## config.mk

```make
export PLATFORM = sky130hd
export DESIGN_NAME = spi_register_writer
export DESIGN_NICKNAME = d
export VERILOG_FILES = /design/src/rtl/octane_pkg.sv /design/src/rtl/spi_input_sync.sv /design/src/rtl/spi_register_writer.sv
export SDC_FILE = /design/constraint.sdc
export NUM_CORES = 1
export LEC_CHECK = 0
export BUFFER_PORTS_ARGS = -buffer_cell sky130_fd_sc_hd__buf_2
export CAP_MARGIN = 20
export CORE_MARGIN = 10
export CORE_UTILIZATION = 58
export CTS_BUF_LIST = sky130_fd_sc_hd__clkbuf_8
export DETAILED_ROUTE_END_ITERATION = 7
export GPL_TIMING_DRIVEN = 1
export PLACE_DENSITY_LB_ADDON = 0.25
export SLEW_MARGIN = 25
export SYNTH_ARGS = -nofsm -noshare
export SYNTH_HDL_FRONTEND = slang
export SYNTH_SLANG_ARGS = --single-unit
```

## constraint.sdc

```tcl
create_clock -name i_Clock -period 5.6 [get_ports i_Clock]
set_input_delay 0.56 -clock i_Clock [delete_from_list [all_inputs] [get_ports i_Clock]]
set_output_delay 0.56 -clock i_Clock [all_outputs]
set_load 0.05 [all_outputs]
```

## src/rtl/octane_pkg.sv

```systemverilog
// Shared constants and FSM state type for the SPI register writer.
// Latency: n/a (declarations only).
// Backpressure: n/a (declarations only).
package octane_pkg;

    localparam int REGISTER_NUMBER_WIDTH = 12;
    localparam int REGISTER_VALUE_WIDTH  = 24;
    localparam int FRAME_BITS            = REGISTER_NUMBER_WIDTH + REGISTER_VALUE_WIDTH;

    typedef enum logic [1:0] {
        ST_IDLE          = 2'd0,
        ST_SHIFT         = 2'd1,
        ST_COMMIT        = 2'd2,
        ST_WAIT_DESELECT = 2'd3
    } state_t;

endpackage

```

## src/rtl/spi_input_sync.sv

```systemverilog
// Two-flop synchronizers for SCLK/CS_n/MOSI plus edge pulses on the synchronized copies.
// Latency: pin change visible on the edge pulses 2-3 i_Clock cycles later.
// Backpressure: none; SPI master is free-running, pulses are single-cycle.
module spi_input_sync (
    input  logic clk,
    input  logic rst_n,
    input  logic sclk,
    input  logic cs_n,
    input  logic mosi,
    output logic sclk_rise,
    output logic cs_fall,
    output logic cs_rise,
    output logic cs_n_sync,
    output logic mosi_sync,
    output logic live
);

    logic [1:0] sclk_meta;
    logic [1:0] cs_meta;
    logic [1:0] mosi_meta;
    logic       sclk_prev;
    logic       cs_prev;
    logic [1:0] live_sr;

    // Synchronizer chains reset to idle bus levels, plus one registered copy for edges.
    always_ff @(posedge clk or negedge rst_n) begin
        if (!rst_n) begin
            sclk_meta <= 2'b00;
            cs_meta   <= 2'b11;
            mosi_meta <= 2'b00;
            sclk_prev <= 1'b0;
            cs_prev   <= 1'b1;
            live_sr   <= 2'b00;
        end else begin
            sclk_meta <= {sclk_meta[0], sclk};
            cs_meta   <= {cs_meta[0], cs_n};
            mosi_meta <= {mosi_meta[0], mosi};
            sclk_prev <= sclk_meta[1];
            cs_prev   <= cs_meta[1];
            live_sr   <= {live_sr[0], 1'b1};
        end
    end

    // Edge pulses; live marks when the chains carry real pin values rather than reset levels.
    always_comb begin
        sclk_rise = sclk_meta[1] & ~sclk_prev;
        cs_fall   = ~cs_meta[1] & cs_prev;
        cs_rise   = cs_meta[1] & ~cs_prev;
        cs_n_sync = cs_meta[1];
        mosi_sync = mosi_meta[1];
        live      = live_sr[1];
    end

endmodule

```

## src/rtl/spi_register_writer.sv

```systemverilog
// SPI-slave frame receiver turning one {register number, value} frame per CS window into a write strobe.
// Latency: write strobe 3 i_Clock cycles after the final SCLK rising edge at the pin.
// Backpressure: none; one write per CS assertion. Optional macro SPI_REGISTER_WRITER_PARITY_EN adds an even-parity bit.
module spi_register_writer #(
    parameter int REGISTER_NUMBER_WIDTH = octane_pkg::REGISTER_NUMBER_WIDTH,
    parameter int REGISTER_VALUE_WIDTH  = octane_pkg::REGISTER_VALUE_WIDTH
) (
    input  logic                             i_Clock,
    input  logic                             i_Reset_n,
    input  logic                             i_SpiClock,
    input  logic                             i_SpiChipSelect_n,
    input  logic                             i_SpiMosi,
    output logic [REGISTER_NUMBER_WIDTH-1:0] o_RegisterNumber,
    output logic [REGISTER_VALUE_WIDTH-1:0]  o_RegisterValue,
    output logic                             o_RegisterWriteEnable,
    output logic                             o_Busy,
    output logic                             o_FrameError
);

    import octane_pkg::*;

    localparam int DATA_BITS = REGISTER_NUMBER_WIDTH + REGISTER_VALUE_WIDTH;
`ifdef SPI_REGISTER_WRITER_PARITY_EN
    localparam int FRAME_LEN = DATA_BITS + 1;
`else
    localparam int FRAME_LEN = DATA_BITS;
`endif
    localparam int CNT_W = $clog2(FRAME_LEN + 1);

    logic sclk_rise;
    logic cs_fall;
    logic cs_rise;
    logic cs_n_sync;
    logic mosi_sync;
    logic live;

    state_t               state_q, state_d;
    logic [CNT_W-1:0]     cnt_q, cnt_d;
    logic [FRAME_LEN-1:0] shift_q, shift_d;
    logic [FRAME_LEN-1:0] shift_in;
    logic                 armed_q;
    logic                 commit;
    logic                 load;
    logic                 err_set;
    logic                 par_ok;

    spi_input_sync u_sync (
        .clk       (i_Clock),
        .rst_n     (i_Reset_n),
        .sclk      (i_SpiClock),
        .cs_n      (i_SpiChipSelect_n),
        .mosi      (i_SpiMosi),
        .sclk_rise (sclk_rise),
        .cs_fall   (cs_fall),
        .cs_rise   (cs_rise),
        .cs_n_sync (cs_n_sync),
        .mosi_sync (mosi_sync),
        .live      (live)
    );

    // Frame FSM: the final bit's shift and the output load happen on the same edge, so the
    // strobe and fresh outputs appear together during the COMMIT cycle.
    always_comb begin
        state_d  = state_q;
        cnt_d    = cnt_q;
        shift_d  = shift_q;
        commit   = 1'b0;
        err_set  = 1'b0;
        shift_in = {shift_q[FRAME_LEN-2:0], mosi_sync};
        case (state_q)
            ST_IDLE: begin
                // A CS that was already low when reset released is not a fresh frame.
                if (cs_fall && armed_q) begin
                    state_d = ST_SHIFT;
                    cnt_d   = '0;
                    shift_d = '0;
                end
            end
            ST_SHIFT: begin
                if (cs_rise) begin
                    state_d = ST_IDLE;
                    err_set = 1'b1;
                end else if (sclk_rise) begin
                    shift_d = shift_in;
                    cnt_d   = cnt_q + CNT_W'(1);
                    if (cnt_q == CNT_W'(FRAME_LEN - 1)) begin
                        state_d = ST_COMMIT;
                        commit  = 1'b1;
                    end
                end
            end
            ST_COMMIT: begin
                state_d = cs_rise ? ST_IDLE : ST_WAIT_DESELECT;
            end
            ST_WAIT_DESELECT: begin
                if (cs_rise) begin
                    state_d = ST_IDLE;
                end
            end
            default: state_d = ST_IDLE;
        endcase
`ifdef SPI_REGISTER_WRITER_PARITY_EN
        // Even parity: data bits plus parity bit must XOR to zero.
        par_ok = ~(^shift_in);
`else
        par_ok = 1'b1;
`endif
        load = commit & par_ok;
        if (commit && !par_ok) begin
            err_set = 1'b1;
        end
    end

    // FSM, counter and shift-register state.
    always_ff @(posedge i_Clock or negedge i_Reset_n) begin
        if (!i_Reset_n) begin
            state_q <= ST_IDLE;
            cnt_q   <= '0;
            shift_q <= '0;
            armed_q <= 1'b0;
        end else begin
            state_q <= state_d;
            cnt_q   <= cnt_d;
            shift_q <= shift_d;
            armed_q <= armed_q | (live & cs_n_sync);
        end
    end

    // Write-bus outputs: held between commits; strobe lasts exactly the COMMIT cycle.
    always_ff @(posedge i_Clock or negedge i_Reset_n) begin
        if (!i_Reset_n) begin
            o_RegisterNumber      <= '0;
            o_RegisterValue       <= '0;
            o_RegisterWriteEnable <= 1'b0;
            o_FrameError          <= 1'b0;
        end else begin
            o_RegisterWriteEnable <= load;
            if (load) begin
                o_RegisterNumber <= shift_in[FRAME_LEN-1 -: REGISTER_NUMBER_WIDTH];
                o_RegisterValue  <= shift_in[FRAME_LEN-1-REGISTER_NUMBER_WIDTH -: REGISTER_VALUE_WIDTH];
            end
            if (err_set) begin
                o_FrameError <= 1'b1;
            end
        end
    end

    // Busy covers shifting and the commit cycle.
    always_comb begin
        o_Busy = (state_q == ST_SHIFT) || (state_q == ST_COMMIT);
    end

endmodule

```

; ---- After elaboration in Yosys (flattened, before gate mapping)
; Cells that the tools add are included.
[classes]
addsub = 1
div = 0
n_shift = 0
multipliers = 0
order_cmp = 0
eq_ne = 10
n_reduce_logical = 6
mux = 21
bitwise = 8
[ops]
columns = operator, n
row1 = two-way mux 35 bit, 3
row2 = case mux 35 bit (2 select lines), 1
row3 = two-way mux 6 bit, 3
row4 = two-way mux 2 bit, 6
row5 = case mux 6 bit (2 select lines), 1
row6 = "!= test 2 bit, second input constant", 4
row7 = case mux 2 bit (4 select lines), 1
row8 = AND reduction 4 bit, 2
row9 = "adder 6 x 1 -> 6 bit, second input constant", 1
row10 = "== test 6 bit, second input constant", 1
row11 = two-way mux 1 bit, 6
row12 = "!= test 3 bit, second input constant", 2
row13 = AND 1 bit, 4
row14 = "== test 2 bit, second input constant", 2
row15 = inverter 1 bit, 3
row16 = "== test 2 x 1 -> 1 bit, second input constant", 1
row17 = zero test 2 bit, 1
row18 = nonzero test 2 bit, 1
row19 = logical AND 1 bit, 1
row20 = logical OR 1 bit, 1
row21 = bitwise OR 1 bit, 1
[word_totals]
rom_bits = 0
out_inout_bits = 39
latchBits = 0
reg_bits = 92
memories = 0
word_cells = 60
ramBits = 0
in_bits = 5

; ---- Depth between registers and ports, before layout
; Gate-level depths: netlist (run 1).
[depth]
depth_word = 5
ltp_mapped = 7
ltp_nobuf = 6

; ---- Hierarchy
; Synthesis (run 1) repeated with hierarchy kept, for this count alone.
[unflattened]
hier_cells = 310
hier_area_um2 = 3779.9
[modules_own_cells]
columns = module, area_per_inst_um2, n_inst, seq_area_each_um2, cells_per_inst
row1 = spi_register_writer, 3500.9, 1, 2052.0, 296
row2 = spi_input_sync, 279.0, 1, 254.0, 14

; ---- Worst setup path after synthesis (run 1)
; No wires, ideal clock.
[synth_path]
kind = register to register
start = register cnt_q[0]
end = register o_RegisterNumber[0]
synth_period_minus_slack_ps = 1834
t_arrival_ps = 1709
stages_incl_launch_ff = 7
setup_ps = 125
required_time_ps = 5475
setup_slack_ps = 3766
n_path_buf = 1
path_cell_list = dfrtp_1 -> ha_1 -> nand4bb_4 -> nor4b_4 -> nand3_4 -> buf_6 -> mux2_4
[synth_between]
elab_chain_cells = 5
[synth_rtl]
columns = element, line
row1 = "start, declared", spi_register_writer.sv:38  ; logic [CNT_W-1:0] cnt_q, cnt_d;
row2 = "start signal, assigned", spi_register_writer.sv:123  ; cnt_q <= cnt_d;
row3 = == test 6 bit, spi_register_writer.sv:86  ; if (cnt_q == CNT_W'(FRAME_LEN - 1)) begin
row4 = two-way mux 1 bit, spi_register_writer.sv:86
row5 = two-way mux 1 bit, spi_register_writer.sv:83  ; end else if (sclk_rise) begin
row6 = two-way mux 1 bit, spi_register_writer.sv:80  ; if (cs_rise) begin
row7 = two-way mux 1 bit, spi_register_writer.sv:70  ; case (state_q)
row8 = "end signal, assigned", spi_register_writer.sv:139  ; o_RegisterNumber <= shift_in[FRAME_LEN-1 -: REGISTER_NUMBER_WIDTH];
row9 = "end, declared", spi_register_writer.sv:13  ; output logic [REGISTER_NUMBER_WIDTH-1:0] o_RegisterNumber,
; Every way passes these cells.
; A chain may end at the register's enable or synchronous reset.

; ---- Worst setup path after layout (run 1)
[layout_path]
start = register state_q[1]
end = register o_RegisterValue[15]
[layout_between]
elab_chain_cells = 2
[layout_rtl]
columns = element, line
row1 = "start, declared", spi_register_writer.sv:37  ; state_t state_q, state_d;
row2 = "start signal, assigned", spi_register_writer.sv:122  ; state_q <= state_d;
row3 = == test 2 x 1 -> 1 bit, spi_register_writer.sv:70
row4 = two-way mux 1 bit, spi_register_writer.sv:70
row5 = "end signal, assigned", spi_register_writer.sv:140  ; o_RegisterValue <= shift_in[FRAME_LEN-1-REGISTER_NUMBER_WIDTH -: REGISTER_VALUE_WIDTH];
row6 = "end, declared", spi_register_writer.sv:14  ; output logic [REGISTER_VALUE_WIDTH-1:0] o_RegisterValue,
; Every way passes these cells.

==> metrics, run 1 <==
final antenna-violating net count=0; post-route cell area=4259 sq um; Area after DPL=4061 sq um; commonest non-fill, non-tap cell in the layout=dfrtp_1; switching part of the total=between 30% and 40%; gr usage total=between 10% and 20%; H-tree depth=3; number of synthesized flops with an enable pin=0; setup tns final=0 ns; routed length per placed instance=between 15 and 20 um; skew final=0.008557 ns; Synth top area share=between 50% and 60%; crit path kind=flop to flop; post-DP HPWL=about 4100 um; post-placement cell count=just over 400; Vias=2417; # Post-CTS Setup Buffers=0; antenna violations before repair=0; ratio of cells with drive above 1 in the final layout=31.14%; syn_nets=319; synthesized cell area=3817 sq um; first-pass iteration count of the detailed router=4; CTS sink cnt=between 90 and 100; Flop pwr share=between 40% and 50%; total power draw=1.525 mW; switching power=530.2 uW; deepest clock path buffer count=2; Worst R2R Path Depth=4; final setup fails=0; Iteration-0 DRC Markers=~120; clock latency on the worst-skew pair=approximately 0.36 ns; Remaining Overflow, GRT=0; Hold WC Path Type=input pin to async pin; VDD IR max=between 0.4 and 0.5 mV; Port Buffers=43; distinct cell type count after synthesis=34; max_slew headroom=a little under 40%; I/O pin count=44; Post-synth ARST share=100.0%; fillers=between 400 and 500; combinational fraction of design power=about a quarter; PostCTS Resize Cnt=0; core area=roughly 6400 sq um; nets=between 300 and 400; first-pass GRT wire length=11300 um; # DRC=0; critical path peak fanout=50; Cell Int Power=about 990 uW; starting density of the core=between 50% and 60%; arrival time worst endpoint=between 3 and 4 ns; Synth area leaders=dfrtp_1, mux2_4, o21ai_0; Max Slew Vio Count=0; crit start category=flop; Synth Warn #=0; post-synthesis sequential area ratio=60.41%; Setup crit start=state_q[1]; # diodes=0; gp weighted congestion=between 0.7 and 0.8; Highest Clock Rate=0.3609 GHz; Non-Filler Instances=427; Die Y=about 100 um; post-synthesis register bit count=92; Final min period=approximately 2.8 ns; total power divided by cell area=about 360 nW/um^2; CTS tree=yes; WP data required=a little under 6 ns; Die Wd=about 100 um; CTS root buffer=clkbuf_8; TritonCTS buffer count=9; Die Footprint=just over 10000 sq um; final wirelength=between 6000 and 7000 um; Synth area leader=dfrtp_1; status=complete, no violations; fin crit share=between 40% and 50%; max-capacitance violation count=0; Syn Inst Count=between 300 and 400; commonest cells after routing, fill and taps aside=dfrtp_1, o21ai_0, buf_2, nand2_1, mux2_4; vias in the first global route=about 2400; drt via density=between 5 and 6; Synth-to-Final Area Change=11.57%; RSZ-0062 raised after global routing=false; Pleak=~2.1 nW; R2R Setup Slk=~2.8 ns; worst slew pin tran=~0.9 ns; Clk pwr share=28.9%; # hold bufs at CTS=0; register clock-pin slew on the reported worst setup and hold paths=0.08 ns; Rows=29; Fin. Hold Viols=0; element type at the critical path end=flop; reg-to-reg critical path startpoint=state_q[1]; Main synth FF type=dfrtp_1; largest net degree at the start of global routing=93; Post-Syn Area per Cell=~12 sq um
## cell families after synthesis
kind of cell,synth area share [%]
adders and majority gates,1.639
buffers and inverters,3.081
and+or+nand+nor,8.522
AOI/OAI and AO/OA,12.23
other,0.09823
muxes,14.03
DFF,60.41
## Yosys cell counts (2+ instances only)
library cell and instances:
ha_1 5, o21ai_0 77, nor2_1 2, inv_1 5, mux2_4 29, a21o_1 2, nand2_1 37, or3b_2 2
buf_6 3, a21oi_1 2, dfstp_2 3, o211ai_1 2, nor2b_1 2, nand2b_1 3, nand3_1 6, mux2_2 8
dfrtp_1 89, clkbuf_1 16
## layout make-up
| cell class | count | area (sq um) | area share, % |
|---|---|---|---|
| sequential | 92 | 2306 | 54.14 |
| clock buffer | 9 | 123.9 | 2.908 |
| tap | 77 | 96.34 | 2.262 |
| clock inverter | 7 | 73.82 | 1.733 |
| timing repair buffer | 45 | 236.5 | 5.552 |
| multi-input combinational | 192 | 1404 | 32.96 |
| inverter | 5 | 18.77 | 0.4407 |
## sequential cells by signal, indices dropped and copies added, names as in the netlist, 2 cells and up
name              count
cnt_q                 6
state_q               2
o_RegisterNumber     12
o_RegisterValue      24
u_sync.mosi_meta      2
shift_q              35
u_sync.live_sr        2
u_sync.cs_meta        2
u_sync.sclk_meta      2
## worst max-delay path: stages, from the launching register on
cell and delay, ns:
dfrtp_1 0.42, inv_1 0.10, ha_2 0.80, nand3_4 0.79
mux2_4 0.53
## power groups by stage
stage,registers (mW),clock network [mW],logic [mW]
after floorplan,0.736,0,0.277
after global placement,0.741,0,0.350
after detailed placement,0.743,0,0.356
after CTS,0.729,0.450,0.358
after global routing,0.736,0.476,0.399
final,0.729,0.440,0.356
## path summary, 6_finish.rpt
kind,to
min reg2reg,u_sync.cs_meta[1]
max,o_RegisterValue[15]
min in group i_Clock,u_sync.cs_meta[0]
min,o_RegisterValue[13]
max in group asynchronous,o_RegisterNumber[9]
max reg2reg,o_RegisterValue[15]
## metal layers
metal	up-vias	global-route usage [%]	part of all wire [%]
li1	1150	-	-
met1	1206	16.56	45
met2	50	21.53	48
met3	11	3.635	5.4
met4	0	7.074	1.7
met5	-	0	0
## through the flow
stage | setup WS [ns] | utilization [%] | hold WS [ns]
detailed placement | 2.828 | 63.60 | 0.3394
finish | 2.829 | 66.69 | 0.2397
global placement | 2.917 | 63.54 | 0.3329
CTS | 2.823 | 66.69 | 0.2853
floorplan | 3.766 | - | 0.2644
global route | 2.656 | 66.69 | 0.2924
Power figures use the tool's default switching activity.
==> run 2, diff against run 1 <==
ABC_AREA = 1   (was unset)
clock period = 2.8 ns   (was 5.6 ns; I/O delays follow)
==> run 2 against run 1 <==
Worst hold slack lost 0.22 ns. Sequential power is 98% higher. Die area grew 4.1%. Critical endpoint is now cnt_q[2]. Largest cell class unchanged.
==> metrics, run 2 <==
Highest Clock Rate=0.4968 GHz (+38%); core area=6756 sq um (+5.8%); gp weighted congestion=0.8294 (+12%); Post-Syn Area per Cell=9.865 sq um (-20%); Post-synth ARST share=100.0% (unchanged); nets=457 (+29%); drt via density=5.043 (-11%); Synth area leader=dfrtp_1; Main synth FF type=dfrtp_1; Crit path largest cell delay=0.40 ns (-0.40 ns); Hold WC Path Type=input pin to flop; Die Footprint=10650 sq um (+4.1%); deepest clock path buffer count=2 (unchanged); Rows=30 (+3.4%); Pleak=2.248 nW (+5.3%); arrival time worst endpoint=2.26 ns (-0.75 ns); Worst R2R Path Depth=9 (+5); syn_nets=417 (+31%); setup tns final=0 ns (unchanged); Remaining Overflow, GRT=0 (unchanged); post-synthesis sequential area ratio=57.43% (-3.0 points); final setup fails=0 (unchanged); Synth top area share=55.47% (-2.9 points); element type at the critical path end=flop; largest net degree at the start of global routing=49 (-47%); biggest regs=shift_q (35), o_RegisterValue (24), o_RegisterNumber (12); Fin. Hold Viols=0 (unchanged); Port Buffers=43 (unchanged); post-placement cell count=515 (+25%); Synth area leaders=dfrtp_1, nand2_1, nand2_2; Iteration-0 DRC Markers=181 (+56%); WP data required=3.04 ns (-2.80 ns); first-pass GRT wire length=12150 um (+7.6%); commonest non-fill, non-tap cell in the layout=nand2_1; crit start category=flop; CP cell instances=inv_1 > ha_1 > inv_2 > nand2_1 > nand2_2 > nand3_4 > buf_12 > nand2_1 > o21ai_2; R2R Setup Slk=0.79 ns (-2.04 ns); number of synthesized flops with an enable pin=0 (unchanged); Worst path depth=9 (+5); fin crit share=71.88% (+22 points); Die Y=103.2 um (+2.1%); register name with the most flops=shift_q; # Post-CTS Setup Buffers=0 (unchanged); first-pass iteration count of the detailed router=4 (unchanged); most used cell, CP=nand2_1; crit path kind=flop to flop; Largest register FFs=35 (unchanged); Synth top cells by count=nand2_1, dfrtp_1, nand2_2; H-tree depth=3 (unchanged); CTS tree=yes; gr usage total=14.31% (+0.75 points); Die Wd=103.2 um (+2.1%); RSZ-0062 raised after global routing=false; max_slew headroom=60.64% (+22 points); VDD IR max=0.6686 mV (+54%); Non-Filler Instances=532 (+25%); register clock-pin slew on the reported worst setup and hold paths=0.09 ns (about the same); Hold Path Sink=u_sync.cs_meta[0]; final antenna-violating net count=0 (unchanged); # DRC=0 (unchanged); total power divided by cell area=686.1 nW/um^2 (+92%); ratio of cells with drive above 1 in the final layout=33.41% (+2.3 points); Syn Inst Count=407 (+32%); hold wc startpoint=i_SpiChipSelect_n; routed length per placed instance=13.08 um (-17%); # diodes=0 (unchanged); Vias=2683 (+11%); CP top delay family=simple AND/OR/NAND/NOR gates; starting density of the core=59.43% (-0.35 points); reg-to-reg critical path startpoint=state_q[1]; Worst path slowest cell=dfrtp_1; I/O pin count=44 (unchanged); CTS root buffer=clkbuf_8; synthesized cell area=4015 sq um (+5.2%); WHS Path Cells=1; commonest cells after routing, fill and taps aside=nand2_1, dfrtp_1, nand2_2, buf_2, o21ai_1; Final min period=2.013 ns (-0.7580 ns); post-synthesis register bit count=92 (unchanged); status=complete, no violations; TritonCTS buffer count=9 (unchanged); skew final=0.007901 ns (-0.0006559 ns); R2R Path End=cnt_q[2]; post-DP HPWL=4657 um (+13%); final wirelength=6956 um (+3.4%); worst slew pin tran=0.5904 ns (-0.3293 ns); Max Slew Vio Count=0 (unchanged); Crit path buffers/inverters=3 (+2); Synth Warn #=0 (unchanged); most common cell in the synthesized netlist=nand2_1; critical path peak fanout=46 (-8.0%); antenna violations before repair=0 (unchanged); distinct cell type count after synthesis=31 (-8.8%); vias in the first global route=2669 (+13%); Synth-to-Final Area Change=8.663%; max-capacitance violation count=0 (unchanged); CTS sink cnt=92 (unchanged); clock latency on the worst-skew pair=0.36 ns (about the same)
-- run 2: cell types whose count changed after synthesis, moves of 3 or more --
cell and delta:
nand2_1 +111, inv_1 +6, nand2_2 +61, nand2b_1 -3, o21ai_1 +25, buf_4 +3, mux2_4 -29, buf_12 +3
o21ai_0 -76, clkbuf_1 -13, buf_6 +6, o21ai_2 +14, mux2_2 -8, inv_2 +3
-- run 2: layout make-up --
cell class,instances,area (sq um)
Multi-Input combinational cell,279,1425
Clock inverter,6,40.04
Timing Repair Buffer,48,270.3
Inverter,17,83.83
Tap cell,80,100.1
Sequential cell,92,2306
Fill cell,564,2394
Clock buffer,10,137.6
-- run 2: routing by layer --
layer  routed length, um  global-route usage [%]  vias up
met3                 374                   3.522       12
met1                3177                   17.91     1286
met5                   0                       0        -
li1                    -                       -     1337
met2                3274                   22.96       48
met4                 129                   6.524        0
-- run 2: worst max path at each step --
stage,startpoint,to,slack (ns)
2_1_floorplan,state_q[1],cnt_q[2],1.35
3_3_place_gp,state_q[1],cnt_q[2],0.90
3_5_place_dp,state_q[1],cnt_q[2],0.78
4_1_cts,state_q[1],cnt_q[2],0.77
5_1_grt,state_q[1],shift_q[18],0.60
6_report,state_q[1],cnt_q[2],0.79
-- run 2: metrics by stage --
| stage | power [mW] | cell area [sq um] | util [%] | hold slack, ns | worst slack, ns |
|---|---|---|---|---|---|
| 2_1_floorplan | 2.186 | 4015 | - | -0.01559 | 1.355 |
| 6_report | 2.993 | 4363 | 64.57 | 0.01526 | 0.7872 |
| 5_1_grt | 3.172 | 4363 | 64.57 | 0.002894 | 0.6015 |
| 3_5_place_dp | 2.211 | 4175 | 61.80 | 0.3331 | 0.7807 |
| 4_1_cts | 3.028 | 4363 | 64.57 | 0.001353 | 0.7719 |
| 3_3_place_gp | 2.181 | 4175 | 61.80 | 0.3302 | 0.9005 |
-- run 2: timing repair --
| action | 4_1_cts | 5_1_grt |
|---|---|---|
| resized for setup | 0 | 0 |
| hold endpoints to repair | 46 | 0 |
| hold buffers | 1 | 0 |
| setup endpoints to repair | 0 | 0 |
-- run 2: power by group --
| part | internal [mW] | switching [mW] |
|---|---|---|
| clock network | 0.345 | 0.466 |
| logic | 0.185 | 0.553 |
| registers | 1.39 | 0.0569 |
| total | 1.92 | 1.08 |
-- run 2: kinds of logic after synthesis --
| kind of cell | Yosys count | synth area share (%) |
|---|---|---|
| AND/OR/NAND/NOR | 227 | 26.43 |
| XOR/XNOR | 2 | 0.4364 |
| buffers and inverters | 36 | 7.074 |
| flip-flops | 92 | 57.43 |
| adder cells (fa/ha/maj) | 5 | 1.558 |
| other | 1 | 0.09340 |
| AO/OA/AOI/OAI | 44 | 6.980 |
==> run 3, diff against run 2 <==
CORE_UTILIZATION = 55   (was 58)
clock period = 1.85 ns   (was 2.8 ns; I/O delays follow)
==> run 3 against run 2 <==
Clock power rose by 74%. Combinational power rose by 65%. Clock-buffer cell count fell by 1. Sequential power rose by 51%. Via count fell by 1.3%.
==> metrics, run 3 (same netlist as run 2, synthesis figures left out) <==
status=complete, no violations; routed length per placed instance=12.61 um (-3.6%); Multi-input gate area=1425 sq um (unchanged); # diodes=0 (unchanged); Die Wd=105.4 um (+2.2%); Vias=2647 (-1.3%); final wirelength=6997 um (+0.59%); Worst path depth=9 (unchanged); TritonCTS buffer count=9 (unchanged); antenna violations before repair=0 (unchanged); largest net degree at the start of global routing=46 (-6.1%); final antenna-violating net count=0 (unchanged); R2R Setup Slk=0.18 ns (-0.61 ns); CP top delay family=buffers and inverters; Largest register FFs=35 (unchanged); Remaining Overflow, GRT=0 (unchanged); CTS root buffer=clkbuf_8; gp weighted congestion=0.7472 (-9.9%); post-DP HPWL=4457 um (-4.3%); first-pass iteration count of the detailed router=4 (unchanged); Max Slew Vio Count=0 (unchanged); RSZ-0062 raised after global routing=false; worst hold slack=0.2806 ns (+0.2653 ns); Fin. Hold Viols=0 (unchanged); PostCTS Resize Cnt=0 (unchanged); clock latency on the worst-skew pair=0.35 ns (about the same); fillers=621 (+10%); Die Y=105.4 um (+2.2%); CP cell instances=inv_1 > ha_1 > inv_2 > nand2_1 > nand2_2 > nand3_4 > buf_12 > nand2_1 > o21ai_1; Pleak=2.300 nW (+2.3%); final worst setup slack=0.1801 ns (-0.6072 ns); Rows=31 (+3.3%); max-capacitance violation count=0 (unchanged); Worst path slowest cell=dfrtp_1; skew final=0.009100 ns (+0.001199 ns); register name with the most flops=shift_q; most used cell, CP=nand2_1; crit path kind=flop to flop; Iteration-0 DRC Markers=94 (-48%); crit start category=flop; element type at the critical path end=flop; ratio of cells with drive above 1 in the final layout=33.33% (-0.074 points); # Post-CTS Setup Buffers=0 (unchanged); drt via density=4.769 (-5.4%); # DRC=0 (unchanged); Worst R2R Path Depth=9 (unchanged); Storage cell area=2306 sq um (unchanged); arrival time worst endpoint=1.91 ns (-0.35 ns); vias in the first global route=2586 (-3.1%); total power divided by cell area=1074 nW/um^2 (+56%); core area=7176 sq um (+6.2%); VDD IR max=0.9879 mV (+48%); Die Footprint=11120 sq um (+4.4%); fin crit share=90.27% (+18 points); CTS sink cnt=92 (unchanged); final setup fails=0 (unchanged); commonest non-fill, non-tap cell in the layout=nand2_1; nets=462 (+1.1%); CTS tree=yes; Final min period=1.670 ns (-0.3428 ns); Crit path buffers/inverters=3 (unchanged); H-tree depth=3 (unchanged); Synth-to-Final Area Change=11.69%; gr usage total=13.20% (-1.1 points); worst slack, placed=0.1770 ns (-0.6038 ns); biggest regs=shift_q (35), o_RegisterValue (24), o_RegisterNumber (12); critical path peak fanout=38 (-17%); starting density of the core=55.95% (-3.5 points); Highest Clock Rate=0.5988 GHz (+21%); Hold WC Path Type=input pin to async pin; Port Buffers=43 (unchanged); I/O pin count=44 (unchanged); setup tns final=0 ns (unchanged); commonest cells after routing, fill and taps aside=nand2_1, dfrtp_1, nand2_2, buf_2, o21ai_1; first-pass GRT wire length=12190 um (+0.29%); deepest clock path buffer count=2 (unchanged); WP data required=2.09 ns (-0.95 ns); Crit path largest cell delay=0.39 ns (about the same); register clock-pin slew on the reported worst setup and hold paths=0.08 ns (about the same)
==> run 3: area by class of cell <==
| class | count | share of cell area [%] |
|---|---|---|
| Clock inverter | 6 | 1.814 |
| Clock buffer | 9 | 2.762 |
| Sequential cell | 92 | 51.42 |
| Multi-Input combinational cell | 279 | 31.78 |
| Inverter | 17 | 1.869 |
| Tap cell | 99 | 2.762 |
| Timing Repair Buffer | 53 | 7.589 |
==> run 3: repair_timing <==
action                                 4_1_cts  5_1_grt
setup endpoints to repair                    0        0
hold buffers                                 4        0
endpoints found under the hold margin       26        0
==> run 3: routing by layer <==
metal,vias to the layer above,track usage (%),share of wire [%]
met5,-,0,0
met4,0,6.176,1.3
met3,7,3.410,5.1
met2,52,20.80,46
met1,1241,16.65,48
li1,1347,-,-
==> run 3: final timing paths <==
check | endpoint | from
min in group i_Clock | u_sync.live_sr[1] | u_sync.live_sr[0]
max in group asynchronous | o_RegisterValue[10] | i_Reset_n
worst max register to register | shift_q[2] | state_q[1]
worst max-delay path | shift_q[2] | state_q[1]
worst min-delay path | o_RegisterNumber[5] | i_Reset_n
worst min register to register | u_sync.live_sr[1] | u_sync.live_sr[0]
==> run 3: metrics by stage <==
stage	cells	area [sq um]	power, mW	utilization, %
floorplan	407	4015	3.308	-
global placement	536	4239	3.393	59.08
detailed placement	536	4239	3.433	59.08
CTS	555	4484	4.857	62.49
global route	555	4484	5.072	62.49
finish	555	4484	4.815	62.49
==> run 3: where the power goes <==
group | switching [mW] | total (mW) | leakage, nW | internal [mW]
clock | 0.667 | 1.41 | 0.106 | 0.744
combinational | 0.869 | 1.22 | 0.950 | 0.354
sequential | 0.0806 | 2.18 | 1.24 | 2.10
